## config.mk

```make
export PLATFORM = sky130hd
export DESIGN_NAME = seven_seg_scan
export DESIGN_NICKNAME = d
export VERILOG_FILES = /design/src/rtl/seven_seg_scan.sv
export SDC_FILE = /design/constraint.sdc
export NUM_CORES = 1
export LEC_CHECK = 0
export BUFFER_PORTS_ARGS = -buffer_cell sky130_fd_sc_hd__buf_2
export CAP_MARGIN = 20
export CORE_UTILIZATION = 40
export DETAILED_ROUTE_END_ITERATION = 10
export MAX_ROUTING_LAYER = met4
export PLACE_DENSITY = 0.6
export SETUP_SLACK_MARGIN = 0.4
export SLEW_MARGIN = 20
export SYNTH_ARGS = -nofsm -noshare
export SYNTH_HDL_FRONTEND = slang
export SYNTH_SLANG_ARGS = --single-unit
```

## constraint.sdc

```tcl
create_clock -name clk -period 5.6 [get_ports clk]
set_input_delay 0 -clock clk [delete_from_list [all_inputs] [get_ports clk]]
set_output_delay 0 -clock clk [all_outputs]
set_load 0.03 [all_outputs]
```

## src/rtl/seven_seg_scan.sv

```systemverilog
// Purpose : four-digit time-multiplexed seven-segment driver with per-frame snapshot and whole-display blink.
// Latency : an/seg/dp are registered, one cycle behind idx/snap/phase and the live blink_en/dp_mask inputs.
// Backpr. : none; the scan free-runs and nums is sampled only at frame boundaries, so no flow control exists.
//
// Ports:
//   clk       system clock
//   rst_n     asynchronous active-low reset
//   nums      packed digit codes, [15:12] = digit 3 (leftmost) .. [3:0] = digit 0 (rightmost)
//   blink_en  1 = blank the whole display during the blink "off" phase
//   dp_mask   bit i lights the decimal point of digit i (sampled live, not snapshotted)
//   an        anodes, active-low, one-hot-low while displaying
//   seg       segments, active-low, seg[0] = a .. seg[6] = g
//   dp        decimal point, active-low
//
// DIV must be >= 2 and BLINK_DIV >= 1.

module seven_seg_scan #(
    parameter int DIV       = 100000,
    parameter int BLINK_DIV = 250
) (
    input  logic        clk,
    input  logic        rst_n,
    input  logic [15:0] nums,
    input  logic        blink_en,
    input  logic [3:0]  dp_mask,
    output logic [3:0]  an,
    output logic [6:0]  seg,
    output logic        dp
);

    localparam int CW = $clog2(DIV);
    // A BLINK_DIV of 1 would give a zero-width counter; keep at least one bit.
    localparam int BW = (BLINK_DIV > 1) ? $clog2(BLINK_DIV) : 1;

    localparam logic [CW-1:0] CNT_MAX  = CW'(DIV - 1);
    localparam logic [BW-1:0] BCNT_MAX = BW'(BLINK_DIV - 1);

    logic [CW-1:0] cnt;
    logic [1:0]    idx;
    logic [BW-1:0] bcnt;
    logic          phase;
    logic [15:0]   snap;

    logic          tick;
    logic [3:0]    code;
    logic [6:0]    seg_dec;
    logic [3:0]    an_dec;
    logic          disp_on;

    assign tick = (cnt == CNT_MAX);

    // ------------------------------------------------------------------
    // Refresh counter, digit index and snapshot
    // ------------------------------------------------------------------
    always_ff @(posedge clk or negedge rst_n) begin
        if (!rst_n) begin
            cnt  <= '0;
            idx  <= 2'd0;
            snap <= 16'hFFFF;
        end else begin
            if (tick) begin
                cnt <= '0;
                idx <= idx + 2'd1;
                // Load on the same edge idx wraps 3->0 so the whole next
                // frame comes from one coherent sample of nums.
                if (idx == 2'd3) begin
                    snap <= nums;
                end
            end else begin
                cnt <= cnt + CW'(1);
            end
        end
    end

    // ------------------------------------------------------------------
    // Blink timebase: runs regardless of blink_en so enabling blink
    // mid-stream lands on whatever phase is current.
    // ------------------------------------------------------------------
    always_ff @(posedge clk or negedge rst_n) begin
        if (!rst_n) begin
            bcnt  <= '0;
            phase <= 1'b1;
        end else if (tick) begin
            if (bcnt == BCNT_MAX) begin
                bcnt  <= '0;
                phase <= ~phase;
            end else begin
                bcnt <= bcnt + BW'(1);
            end
        end
    end

    // ------------------------------------------------------------------
    // Digit select and decode
    // ------------------------------------------------------------------
    always_comb begin
        code   = snap[3:0];
        an_dec = 4'b1110;
        case (idx)
            2'd0: begin code = snap[3:0];   an_dec = 4'b1110; end
            2'd1: begin code = snap[7:4];   an_dec = 4'b1101; end
            2'd2: begin code = snap[11:8];  an_dec = 4'b1011; end
            2'd3: begin code = snap[15:12]; an_dec = 4'b0111; end
            default: begin code = 4'hF;     an_dec = 4'b1111; end
        endcase
    end

    // Active-low segment patterns, bit order {g,f,e,d,c,b,a}.
    always_comb begin
        seg_dec = 7'b1111111;
        case (code)
            4'h0: seg_dec = 7'b1000000;
            4'h1: seg_dec = 7'b1111001;
            4'h2: seg_dec = 7'b0100100;
            4'h3: seg_dec = 7'b0110000;
            4'h4: seg_dec = 7'b0011001;
            4'h5: seg_dec = 7'b0010010;
            4'h6: seg_dec = 7'b0000010;
            4'h7: seg_dec = 7'b1111000;
            4'h8: seg_dec = 7'b0000000;
            4'h9: seg_dec = 7'b0010000;
            4'hA: seg_dec = 7'b0111111;   // dash: segment g only
            default: seg_dec = 7'b1111111;
        endcase
    end

    assign disp_on = ~(blink_en & ~phase);

    // ------------------------------------------------------------------
    // Output register
    // ------------------------------------------------------------------
    always_ff @(posedge clk or negedge rst_n) begin
        if (!rst_n) begin
            an  <= 4'hF;
            seg <= 7'h7F;
            dp  <= 1'b1;
        end else if (disp_on) begin
            an  <= an_dec;
            seg <= seg_dec;
            dp  <= ~dp_mask[idx];
        end else begin
            an  <= 4'hF;
            seg <= 7'h7F;
            dp  <= 1'b1;
        end
    end

endmodule

```

Word level (Yosys, flattened, before mapping)
Memories as Yosys holds them, arrays and structs flattened.
Index checks and enable logic that the tools add are counted.
{"block": "op_classes", "addsub": 3, "multipliers": 0, "n_div": 0, "order_cmp": 1, "n_eq_ne": 5, "shift": 0, "mux": 9, "bitwise_logic": 3, "reduce_logical": 3}
{"op": "4-bit one-hot mux with 4 select lines", "count": 2}
{"op": "17-bit by 1-bit adder with 17-bit output (second input constant)", "count": 1}
{"op": "17-bit equality test (second input constant)", "count": 1}
{"op": "17-bit two-way mux", "count": 1}
{"op": "8-bit by 1-bit adder with 8-bit output (second input constant)", "count": 1}
{"op": "8-bit equality test (second input constant)", "count": 1}
{"op": "8-bit two-way mux", "count": 1}
{"op": "7-bit two-way mux", "count": 1}
{"op": "2-bit equality test (second input constant)", "count": 2}
{"op": "4-bit two-way mux", "count": 1}
{"op": "2-bit AND reduction", "count": 2}
{"op": "2-bit by 3-bit < comparator with 1-bit output (second input constant)", "count": 1}
{"op": "2-bit by 1-bit adder with 2-bit output (second input constant)", "count": 1}
{"op": "1-bit binary-select mux with 2-bit select", "count": 1}
{"op": "2-bit by 1-bit equality test with 1-bit output (second input constant)", "count": 1}
{"op": "2-bit logical NOT", "count": 1}
{"op": "1-bit two-way mux", "count": 2}
{"op": "1-bit NOT", "count": 2}
{"op": "1-bit AND", "count": 1}
{"block": "totals", "register_bits": 56, "latch_bits": 0, "ram_bits": 0, "rom_bits": 112, "in_bits": 23, "n_memories": 1}
{"memory": "(name not given)", "words": 16, "word_bits": 7, "read_ports": 1, "rd_ports_with_merged_regs": 0, "wr": 0, "line": "111", "rtl": "case (code)"}

Logic depth before layout (Yosys ltp)
{"block": "depth", "word_depth": 4, "depth_mapped": 8}

Worst setup path before layout
OpenSTA, ideal clock, no wires.
{"block": "synth_timing", "path_type": "register to register", "start": "register idx[0]", "end": "register seg[2]", "setup_ps": 111, "t_arrival_ps": 2047, "required_time_ps": 5489, "path_slack_ps": 3442, "path_stages_with_launch": 8, "n_path_buf": 1, "synth_period_minus_slack_ps": 2158, "cell_sequence": "dfrtp_1 -> inv_1 -> ha_1 -> clkbuf_1 -> mux2i_1 -> ha_1 -> inv_1 -> o311ai_0"}
{"block": "synth_between", "elab_chain_cells": 4, "elab_cells_between_ends": 7}
{"item": "start, declared", "line": "39", "rtl": "logic [1:0] idx;"}
{"item": "start signal, assigned", "line": "63", "rtl": "idx <= idx + 2'd1;"}
{"item": "2-bit equality test, or another cell as far along", "line": "99", "rtl": "case (idx)"}
{"item": "4-bit one-hot mux with 4 select lines *", "line": "99"}
{"item": "memory read 16 x 7 bit *"}
{"item": "7-bit two-way mux *", "line": "137", "rtl": "end else if (disp_on) begin"}
{"item": "end signal, assigned", "line": "139", "rtl": "seg <= seg_dec;"}
{"item": "end, declared", "line": "27", "rtl": "output logic [6:0] seg,"}
Mark *: on every way between the ends. The rest lies on a longest branch, timed or not.
A chain may end at the register's enable or synchronous reset.

Worst setup path in the final report
{"block": "layout_timing", "start": "register cnt[0]", "end": "register snap[6]"}
{"block": "layout_between", "elab_chain_cells": 2}
{"item": "start, declared", "line": "38", "rtl": "logic [CW-1:0] cnt;"}
{"item": "start signal, assigned", "line": "70", "rtl": "cnt <= cnt + CW'(1);"}
{"item": "17-bit equality test", "line": "50", "rtl": "assign tick = (cnt == CNT_MAX);"}
{"item": "2-bit AND reduction (no source line)"}
{"item": "end signal, assigned", "line": "67", "rtl": "snap <= nums;"}
{"item": "end, declared", "line": "42", "rtl": "logic [15:0] snap;"}
Every way passes these cells.

==> summary.md <==
| Metric | Value |
|---|---|
| CTS tree | `built` |
| Buffers on Ports | `34` |
| Hold Path Class | `in -> reg` |
| Hold_sp | `dp_mask[3]` |
| Vias in the first global route | `between 1500 and 2000` |
| Vias/cell | `5.23` |
| Crit path DAT | `between 2 and 3 ns` |
| CP Data Required Time | `5.85 ns` |
| Max-Slew Margin vs Limit | `between 40% and 50%` |
| Synth area leader | `dfstp_2` |
| DP Cell Count | `339` |
| Nets@finish | `~320` |
| Largest net degree at the start of global routing | `57` |
| Hold-fix buffer count after cts | `17` |
| Netlist cell types | `43` |
| Die H | `84.3 microns` |
| Fmax | `just under 0.4 GHz` |
| Reg-to-Reg Start | `cnt[0]` |
| CP max FO | `16` |
| Antenna violations before repair | `0` |
| Number of flops mapped to enable cells by yosys | `0` |
| Ys flop type | `dfstp_2` |
| Syn_nets | `268` |
| DRT Pass-1 Iters | `11` |
| Post-CTS Setup Inserts | `0` |
| Pre-CTS WS | `3.04 ns` |
| Clock Tree Buf Depth | `2` |
| Clock skew | `0.00919 ns` |
| Vias after detailed routing | `1903` |
| Final setup fails | `0` |
| I/O pins | `35` |
| Cell with the most instances after synthesis | `dfstp_2` |
| Run status | `finished, violations left` |
| Yosys warnings | `0` |
| Nature of the critical path endpoint | `flop` |
| GRT met3 Usage | `2.65%` |
| Crit share post-route | `45.4%` |
| Reg2reg setup slack | `between 3 and 4 ns` |
| CTS sink count | `56` |
| 1st-iter DRT viols | `about 110` |
| Rows | `29` |
| Synthesized instance count | `235` |
| Initial Utilization | `42.0%` |
| WS Path Type | `reg -> reg` |
| Total Routing Usage GR | `16.3%` |
| Critical path launch point type | `flop` |
| Final WS setup | `a little over 3 ns` |
| Failing checks | `design-rule violations` |
| Max VDD drop | `between 100 and 150 uV` |
| FFs w/ async S/R, synth | `100%` |
| First-pass GRT wire length | `slightly below 9 mm` |
| Die Footprint | `between 7000 and 8000 sq um` |
| Final min period | `2.54 ns` |
| Final slew viol count | `0` |
| Met2 GRT Util | `26.0%` |
| GRT Residual Overflow | `0` |
| RSZ-0062 raised after global routing | `false` |
| Met1 Use GR | `between 20% and 30%` |
| Total number of H-tree levels | `2` |
| CTS resizes | `0` |
| Hold path endpoint | `dp` |
| Routed Antenna Nets | `0` |
| Slew at the pin with the worst max-slew slack | `0.844 ns` |
| DRC | `5` |
| Core area | `6460 sq um` |
| Drt total wl | `5.08 mm` |
| Clock Tree Root | `clkbuf_8` |
| Worst Reg-to-Reg Cells | `5` |
| Inserted Diodes | `0` |
| Synth top area share | `28.1%` |
| Register area share after synthesis | `a little over half` |
| Chip width | `84.3 microns` |
| Avg Synthesized Cell Area | `11.5 sq um` |
| Reg clk slew, reported paths | `0.10 ns` |
| Pleak | `1.37 nW` |
| Routed WL per cell | `13.9 microns` |
| Final cell count without fillers | `364` |
| Fin Setup TNS | `0 ns` |
| Crit path from | `cnt[0]` |
| Top cells by area, synth | `dfstp_2 (28%), dfrtp_1 (25%), mux2_2 (7.5%)` |
| Post-synthesis register bit count | `56` |
| Share of post-route cells with drive strength above 1 | `about a third` |
| DP HPWL | `~3.4 mm` |
| R2r endpoint | `snap[6]` |
| Total CTS buffers | `5` |
| Final hold vios | `0` |
| Top cells by count, synth | `dfstp_2 (29), dfrtp_1 (27), mux2_2 (18), o21ai_0 (18), nand2_1 (17)` |
| Max Cap Viol | `0` |
| Hold Path Stages | `3` |
| Global route hottest layer | `met2` |
| P&R area growth vs syn | `18.4%` |
| Final RePlAce weighted congestion | `around 0.87` |
| Worst-Skew Late Latency | `roughly 0.31 ns` |
| Synth Cell Area | `2710 sq um` |
| Cell Pwr Density | `212 nW/um^2` |
==> critical path: stages, from the launching register on <==
cell and delay (ns):
dfrtp_1 0.40, ha_1 0.23, and4_1 0.27, and4_1 0.48, and2_1 0.67, mux2_2 0.43
==> worst max path at each step <==
stage	end	slack (ns)
finish	snap[6]	3.06
detailed placement	snap[3]	3.04
CTS	snap[3]	3.01
global route	seg[2]	2.86
global placement	snap[4]	3.12
floorplan	seg[2]	3.44
==> cells by family (layout without fill, tap and decap cells) <==
kind of cell             Yosys count  after routing  share of synthesized area [%]
AND/OR/NAND/NOR                   75             75                           15.7
flip-flops                        56             56                           53.0
AO/OA/AOI/OAI                     37             37                           8.81
multiplexers                      23             23                           9.92
buffers and inverters             19             71                           3.09
XOR/XNOR                          15             15                           4.85
adder cells (fa/ha/maj)           10             10                           4.61
==> stage by stage <==
step	hold WS [ns]	power (W)	utilization, %	cell area [sq um]
floorplan	-0.296	0.000428	-	2710
global placement	0.175	0.000447	45.6	2940
detailed placement	0.182	0.000447	45.6	2940
CTS	0.0506	0.000692	49.7	3210
global route	0.0721	0.000712	49.7	3210
finish	0.0575	0.000679	49.7	3210
==> where the power goes <==
part	total (W)	switching [W]	internal, W
Sequential	0.000411	0.000000544	0.000410
Clock	0.000231	0.000130	0.000101
Combinational	0.0000376	0.0000207	0.0000169
==> layout make-up <==
cell class,instances,area [sq um]
fillers,592,3250
flip-flops and latches,56,1440
multi-input cells,160,1190
repair buffers,52,348
well taps,77,96.3
clock buffers,6,82.6
inverters,11,41.3
clock inverters,2,13.8
==> routing by layer <==
| layer | part of all wire [%] | routed length [microns] | vias to the layer above |
|---|---|---|---|
| met2 | 48 | 2460 | 49 |
| met1 | 46 | 2350 | 908 |
| li1 | - | - | 941 |
| met4 | 1.2 | 61 | 0 |
| met3 | 4.0 | 203 | 5 |
| met5 | 0 | 0 | - |
==> flip-flops by register name, indices dropped and copies added, names as in the netlist <==
signal  flops
an          4
bcnt        8
cnt        17
dp          1
idx         2
phase       1
seg         7
snap       16
==> cell usage in the layout, fill, tap and decap left out, types with 2 or more instances in the layout <==
cell,n
xor2_1,7
a222oi_1,4
nand3_1,9
and4_1,5
nor3_1,2
clkbuf_8,6
o21ai_0,18
dfstp_2,29
nor2_1,11
inv_1,11
a32oi_1,2
mux2_2,18
dlygate4sd3_1,17
xnor2_1,8
nand2_1,17
and3_1,3
nand4_1,7
mux2i_1,3
dfrtp_1,27
and2_1,5
buf_2,34
ha_1,10
or3_1,4
a21oi_1,4
o31ai_1,3
nor2b_1,4
a211oi_1,2
No activity file was read; power rests on OpenSTA's default activity.
